File: src/rtl/rst_sequencer.sv
// rst_sequencer: staged reset-release and reset-request controller.
//
// The raw pushbutton reset passes through a two-flop negedge synchroniser.
// Subsystem resets are then released in order: sensor, then control, then
// motor. A soft-reset request shuts them down in reverse order, holds, and
// re-runs the release sequence.
//
// Ports:
//   clk           system clock
//   RST_n         raw pushbutton reset, asynchronous, active-low
//   soft_rst_req  synchronous soft-reset request
//   rst_sens_n    inertial sensor interface reset, active-low
//   rst_ctrl_n    balance controller reset, active-low
//   rst_mtr_n     motor drive / PWM reset, active-low
//   sys_rdy       high while all stages are released (RUN)
//   rst_cause     01 = pushbutton/power-on, 10 = soft
module rst_sequencer #(
  parameter int unsigned DLY_W     = 16,
  parameter int unsigned STAGE_DLY = 5000,
  parameter int unsigned HOLD_CYC  = 16
) (
  input  logic       clk,
  input  logic       RST_n,
  input  logic       soft_rst_req,
  output logic       rst_sens_n,
  output logic       rst_ctrl_n,
  output logic       rst_mtr_n,
  output logic       sys_rdy,
  output logic [1:0] rst_cause
);

  localparam logic [DLY_W-1:0] StageLast = DLY_W'(STAGE_DLY - 1);
  localparam logic [DLY_W-1:0] HoldLast  = DLY_W'(HOLD_CYC - 1);
  localparam logic [DLY_W-1:0] CntOne    = {{(DLY_W-1){1'b0}}, 1'b1};
  localparam logic [1:0]       CausePor  = 2'b01;
  localparam logic [1:0]       CauseSoft = 2'b10;

  typedef enum logic [2:0] {
    StHold,
    StWaitSens,
    StWaitCtrl,
    StWaitMtr,
    StRun,
    StShutCtrl,
    StShutSens,
    StSoftHold
  } state_e;

  // Reset synchroniser: assertion immediate, release after two negedges.
  logic sync_meta_q;
  logic rst_sync;

  always_ff @(negedge clk or negedge RST_n) begin
    if (!RST_n) begin
      sync_meta_q <= 1'b0;
      rst_sync    <= 1'b0;
    end else begin
      sync_meta_q <= 1'b1;
      rst_sync    <= sync_meta_q;
    end
  end

  state_e           state_q, state_d;
  logic [DLY_W-1:0] cnt_q, cnt_d;
  logic             sens_q, sens_d;
  logic             ctrl_q, ctrl_d;
  logic             mtr_q, mtr_d;
  logic             rdy_q, rdy_d;
  logic [1:0]       cause_q, cause_d;

  always_comb begin
    state_d = state_q;
    cnt_d   = cnt_q;
    sens_d  = sens_q;
    ctrl_d  = ctrl_q;
    mtr_d   = mtr_q;
    rdy_d   = rdy_q;
    cause_d = cause_q;

    unique case (state_q)
      StHold: begin
        if (rst_sync) begin
          state_d = StWaitSens;
          cnt_d   = '0;
        end
      end

      StWaitSens, StWaitCtrl, StWaitMtr: begin
        if (soft_rst_req) begin
          // Abort: drop anything already released in one step.
          sens_d  = 1'b0;
          ctrl_d  = 1'b0;
          mtr_d   = 1'b0;
          rdy_d   = 1'b0;
          cause_d = CauseSoft;
          state_d = StSoftHold;
          cnt_d   = '0;
        end else if (cnt_q == StageLast) begin
          cnt_d = '0;
          if (state_q == StWaitSens) begin
            sens_d  = 1'b1;
            state_d = StWaitCtrl;
          end else if (state_q == StWaitCtrl) begin
            ctrl_d  = 1'b1;
            state_d = StWaitMtr;
          end else begin
            mtr_d   = 1'b1;
            rdy_d   = 1'b1;
            state_d = StRun;
          end
        end else begin
          cnt_d = cnt_q + CntOne;
        end
      end

      StRun: begin
        if (soft_rst_req) begin
          mtr_d   = 1'b0;
          rdy_d   = 1'b0;
          cause_d = CauseSoft;
          state_d = StShutCtrl;
        end
      end

      StShutCtrl: begin
        ctrl_d  = 1'b0;
        state_d = StShutSens;
      end

      StShutSens: begin
        sens_d  = 1'b0;
        state_d = StSoftHold;
        cnt_d   = '0;
      end

      StSoftHold: begin
        if (cnt_q == HoldLast) begin
          state_d = StWaitSens;
          cnt_d   = '0;
        end else begin
          cnt_d = cnt_q + CntOne;
        end
      end

      default: begin
        state_d = StHold;
        cnt_d   = '0;
      end
    endcase
  end

  // Reset directly from RST_n so outputs drop in the same cycle.
  always_ff @(posedge clk or negedge RST_n) begin
    if (!RST_n) begin
      state_q <= StHold;
      cnt_q   <= '0;
      sens_q  <= 1'b0;
      ctrl_q  <= 1'b0;
      mtr_q   <= 1'b0;
      rdy_q   <= 1'b0;
      cause_q <= CausePor;
    end else begin
      state_q <= state_d;
      cnt_q   <= cnt_d;
      sens_q  <= sens_d;
      ctrl_q  <= ctrl_d;
      mtr_q   <= mtr_d;
      rdy_q   <= rdy_d;
      cause_q <= cause_d;
    end
  end

  assign rst_sens_n = sens_q;
  assign rst_ctrl_n = ctrl_q;
  assign rst_mtr_n  = mtr_q;
  assign sys_rdy    = rdy_q;
  assign rst_cause  = cause_q;

endmodule

File: config.mk
export PLATFORM = sky130hd
export DESIGN_NAME = rst_sequencer
export DESIGN_NICKNAME = d
export VERILOG_FILES = /design/src/rtl/rst_sequencer.sv
export SDC_FILE = /design/constraint.sdc
export NUM_CORES = 1
export LEC_CHECK = 0
export CORE_MARGIN = 1.5
export CORE_UTILIZATION = 50
export CTS_BUF_LIST = sky130_fd_sc_hd__clkbuf_16
export CTS_CLUSTER_SIZE = 25
export DETAILED_ROUTE_END_ITERATION = 7
export PLACE_DENSITY_LB_ADDON = 0.08
export SLEW_MARGIN = 20
export SYNTH_ARGS = -nofsm -noshare
export SYNTH_HDL_FRONTEND = slang
export SYNTH_SLANG_ARGS = --single-unit
export TNS_END_PERCENT = 20
File: constraint.sdc
create_clock -name clk -period 4.3 [get_ports clk]
set_input_delay 1.29 -clock clk [delete_from_list [all_inputs] [get_ports clk]]
set_output_delay 1.29 -clock clk [all_outputs]
set_load 0.05 [all_outputs]
==> flow_summary.json <==
{
  "grt_overflow_total": 0,
  "diodes": 0,
  "rows": 18,
  "io_buffer_count": 8,
  "h-tree-depth": 1,
  "ant_nets": 0,
  "r2r-start": "rst_sync",
  "outcome": "finished clean",
  "drv_slew": 0,
  "tritoncts.num_buffers": 3,
  "r2r_end": "cnt_q[8]",
  "syn_inst": 151,
  "yosysSeqAreaShare": 0.4660,
  "netlist_area_mm2": 0.001399,
  "first_pass_iters": 4,
  "dp_cells": 186,
  "syn-mean-instance-area_um2": 9.264,
  "yosysTopAreaCell": "dfrtp_1",
  "drc_errors": 0,
  "holdPathEnd": "rst_sync",
  "cts_tree": "done",
  "drt_iter0_markers": 48,
  "ys.warnings.count": 0,
  "reg2regPathDepth": 5,
  "cts.sinks": 26,
  "slowest_stage": "nor2_1",
  "tightestPinTransition_ps": 756.7,
  "fin_nets": 165,
  "p_total_mw": 0.9154,
  "synth.top_cells.by_count": "23 x dfrtp_1, 14 x o21ai_0, 11 x nand2_1",
  "synthesis.nets": 155,
  "initial_core_util": 0.5448,
  "power_density_mw_per_mm2": 570.3,
  "post-cts-setup-buffer-count": 0,
  "grt_max_degree": 16,
  "hp-start": "sync_meta_q",
  "synth_area_leaders": "dfrtp_1 41%, o21ai_0 5.0%, dfrtn_1 3.6%",
  "cp.arrival_ps": 3690,
  "setup_viol": 0,
  "die_h_um": 55.90,
  "slowest_delay_ps": 480,
  "power.share.sequential": 0.363,
  "clock_latency_ps": 290,
  "p_comb_frac": 0.342,
  "path_max_fanout": 8,
  "vias_per_cell": 6.137,
  "root_buffer": "clkbuf_16",
  "grt_pass1_vias": 1115,
  "synth_cell_types": 42,
  "core_mm2": 0.002567,
  "hold_violations": 0,
  "path_class": "reg2reg",
  "netSwitchingFraction": 0.3565,
  "routedWlPerCell_um": 15.54,
  "drt_wl_total_um": 2952,
  "hold-worst-slack_ps": 305.3,
  "clkSlewWorstSetupHoldPaths_ps": 70,
  "hold_path_class": "reg2reg",
  "cp.required_ps": 4490,
  "ios": 9,
  "die_area_mm2": 0.003124,
  "startpoint_type": "register",
  "final_util": 0.6252,
  "dr_total_vias": 1166,
  "cts_resized": 0,
  "synth.ff_latch_count": 26,
  "max_cap_violations": 0,
  "worstSetupEndpointType": "register",
  "async_flop_share": 1.000,
  "syn2layout_area_growth_pct": 14.76,
  "ctsHoldBuffers": 0,
  "rsz0062_at_grt": "false",
  "r2r_slack_ps": 790,
  "relSlewSlack": 0.4909,
  "skew_ps": 29.79,
  "grt_use_total": 0.2133,
  "clockBufferDepth": 2,
  "p_int_mw": 0.5891,
  "worstPathCellList": "nor2_1, nor2_1, nor2_1, a21oi_1, o21ai_0",
  "instances_no_fill": 190,
  "hold_depth": 0,
  "p_sw_mw": 0.3264,
  "antenna_found_initial": 0,
  "synth.top_cell.area_share": 0.4114,
  "die_w_um": 55.90,
  "p_clk_frac": 0.295,
  "synth_edf_count": 0,
  "layout-drive-gt1-share": 0.08125,
  "grt_pass1_wl_um": 5216,
  "critPathTopFamily": "simple AND/OR/NAND/NOR gates",
  "hpwl_um": 2167,
  "vdd_ir_drop_max_mv": 0.4428,
  "crit_top_cell": "nor2_1",
  "yosysMostFrequentCell": "dfrtp_1",
  "path_buf_inv": 0,
  "place_congestion": 0.7922,
  "leakage_nw": 0.6794,
  "tns_ps": 0,
  "ys.flop_type": "dfrtp_1"
}
[power by group through the flow]
stage          clock network (mW)  logic, mW  registers, mW
2_1_floorplan                   0      0.257          0.313
3_3_place_gp                    0      0.300          0.332
3_5_place_dp                    0      0.310          0.337
4_1_cts                     0.276      0.313          0.331
5_1_grt                     0.283      0.353          0.339
6_report                    0.270      0.313          0.332
[flip-flops by register name, summed over array words and instances (netlist names)]
signal and count:
rst_sens_n 1, rst_cause 2, rst_ctrl_n 1, sys_rdy 1
sync_meta_q 1, cnt_q 16, rst_sync 1, state_q 3
[final cells by class]
| class | count | area [um^2] |
|---|---|---|
| clock buffer | 3 | 75.07 |
| clock inverter | 1 | 30.03 |
| fill | 226 | 962.2 |
| inverter | 7 | 26.28 |
| multi-input combinational | 111 | 674.4 |
| sequential | 26 | 651.9 |
| tap | 30 | 37.54 |
| timing repair buffer | 12 | 110.1 |
[layout by cell type, fill, tap and decap left out, drive strengths merged, types with 2 or more instances in the layout]
| master | instances |
|---|---|
| buf | 4 |
| or2 | 3 |
| nor3b | 2 |
| a21oi | 9 |
| xor2 | 2 |
| nor4 | 6 |
| nor3 | 4 |
| o21ai | 15 |
| dfrtn | 2 |
| mux2i | 2 |
| nor2 | 10 |
| nand3 | 9 |
| and2 | 2 |
| a31oi | 6 |
| and4 | 3 |
| inv | 7 |
| clkbuf | 3 |
| or3 | 5 |
| a22o | 3 |
| dfrtp | 23 |
| nand2 | 11 |
| and3 | 3 |
| clkdlybuf4s50 | 8 |
| a41oi | 2 |
[kinds of logic (layout without fill, tap and decap cells)]
| logic type | count (synthesis) | count (layout) | synth area share |
|---|---|---|---|
| other cells | 1 | 1 | 0.002681 |
| simple gates | 63 | 63 | 0.2433 |
| fa+ha+maj | 1 | 1 | 0.008943 |
| compound gates | 41 | 41 | 0.1941 |
| mux | 2 | 2 | 0.01431 |
| flops | 26 | 26 | 0.4660 |
| xor+xnor | 3 | 3 | 0.01879 |
| buf+inv | 14 | 23 | 0.05188 |
[through the flow]
| step | cell area, um^2 | setup WS (ps) |
|---|---|---|
| 2_1_floorplan | 1399 | 962.1 |
| 3_3_place_gp | 1500 | 598.6 |
| 3_5_place_dp | 1500 | 583.5 |
| 4_1_cts | 1605 | 793.1 |
| 5_1_grt | 1605 | 635.2 |
| 6_report | 1605 | 791.7 |
[how the worst max path moves through the flow]
stage / cells after the start / slack, ps / end / from
floorplan: 4 / 960 / cnt_q[5] / rst_sync
global placement: 1 / 600 / sync_meta_q / RST_n
detailed placement: 1 / 580 / rst_sync / RST_n
CTS: 5 / 790 / cnt_q[8] / rst_sync
global route: 5 / 640 / cnt_q[7] / rst_sync
finish: 5 / 790 / cnt_q[8] / rst_sync
[layer usage]
layer,vias to the layer above,share of wire,global-route usage
met2,35,0.48,0.3265
li1,568,-,-
met1,559,0.47,0.2984
met4,0,0.0071,0.09184
met3,4,0.040,0.03721
met5,-,0,0
Note: power is estimated with default switching activity, not from simulation.
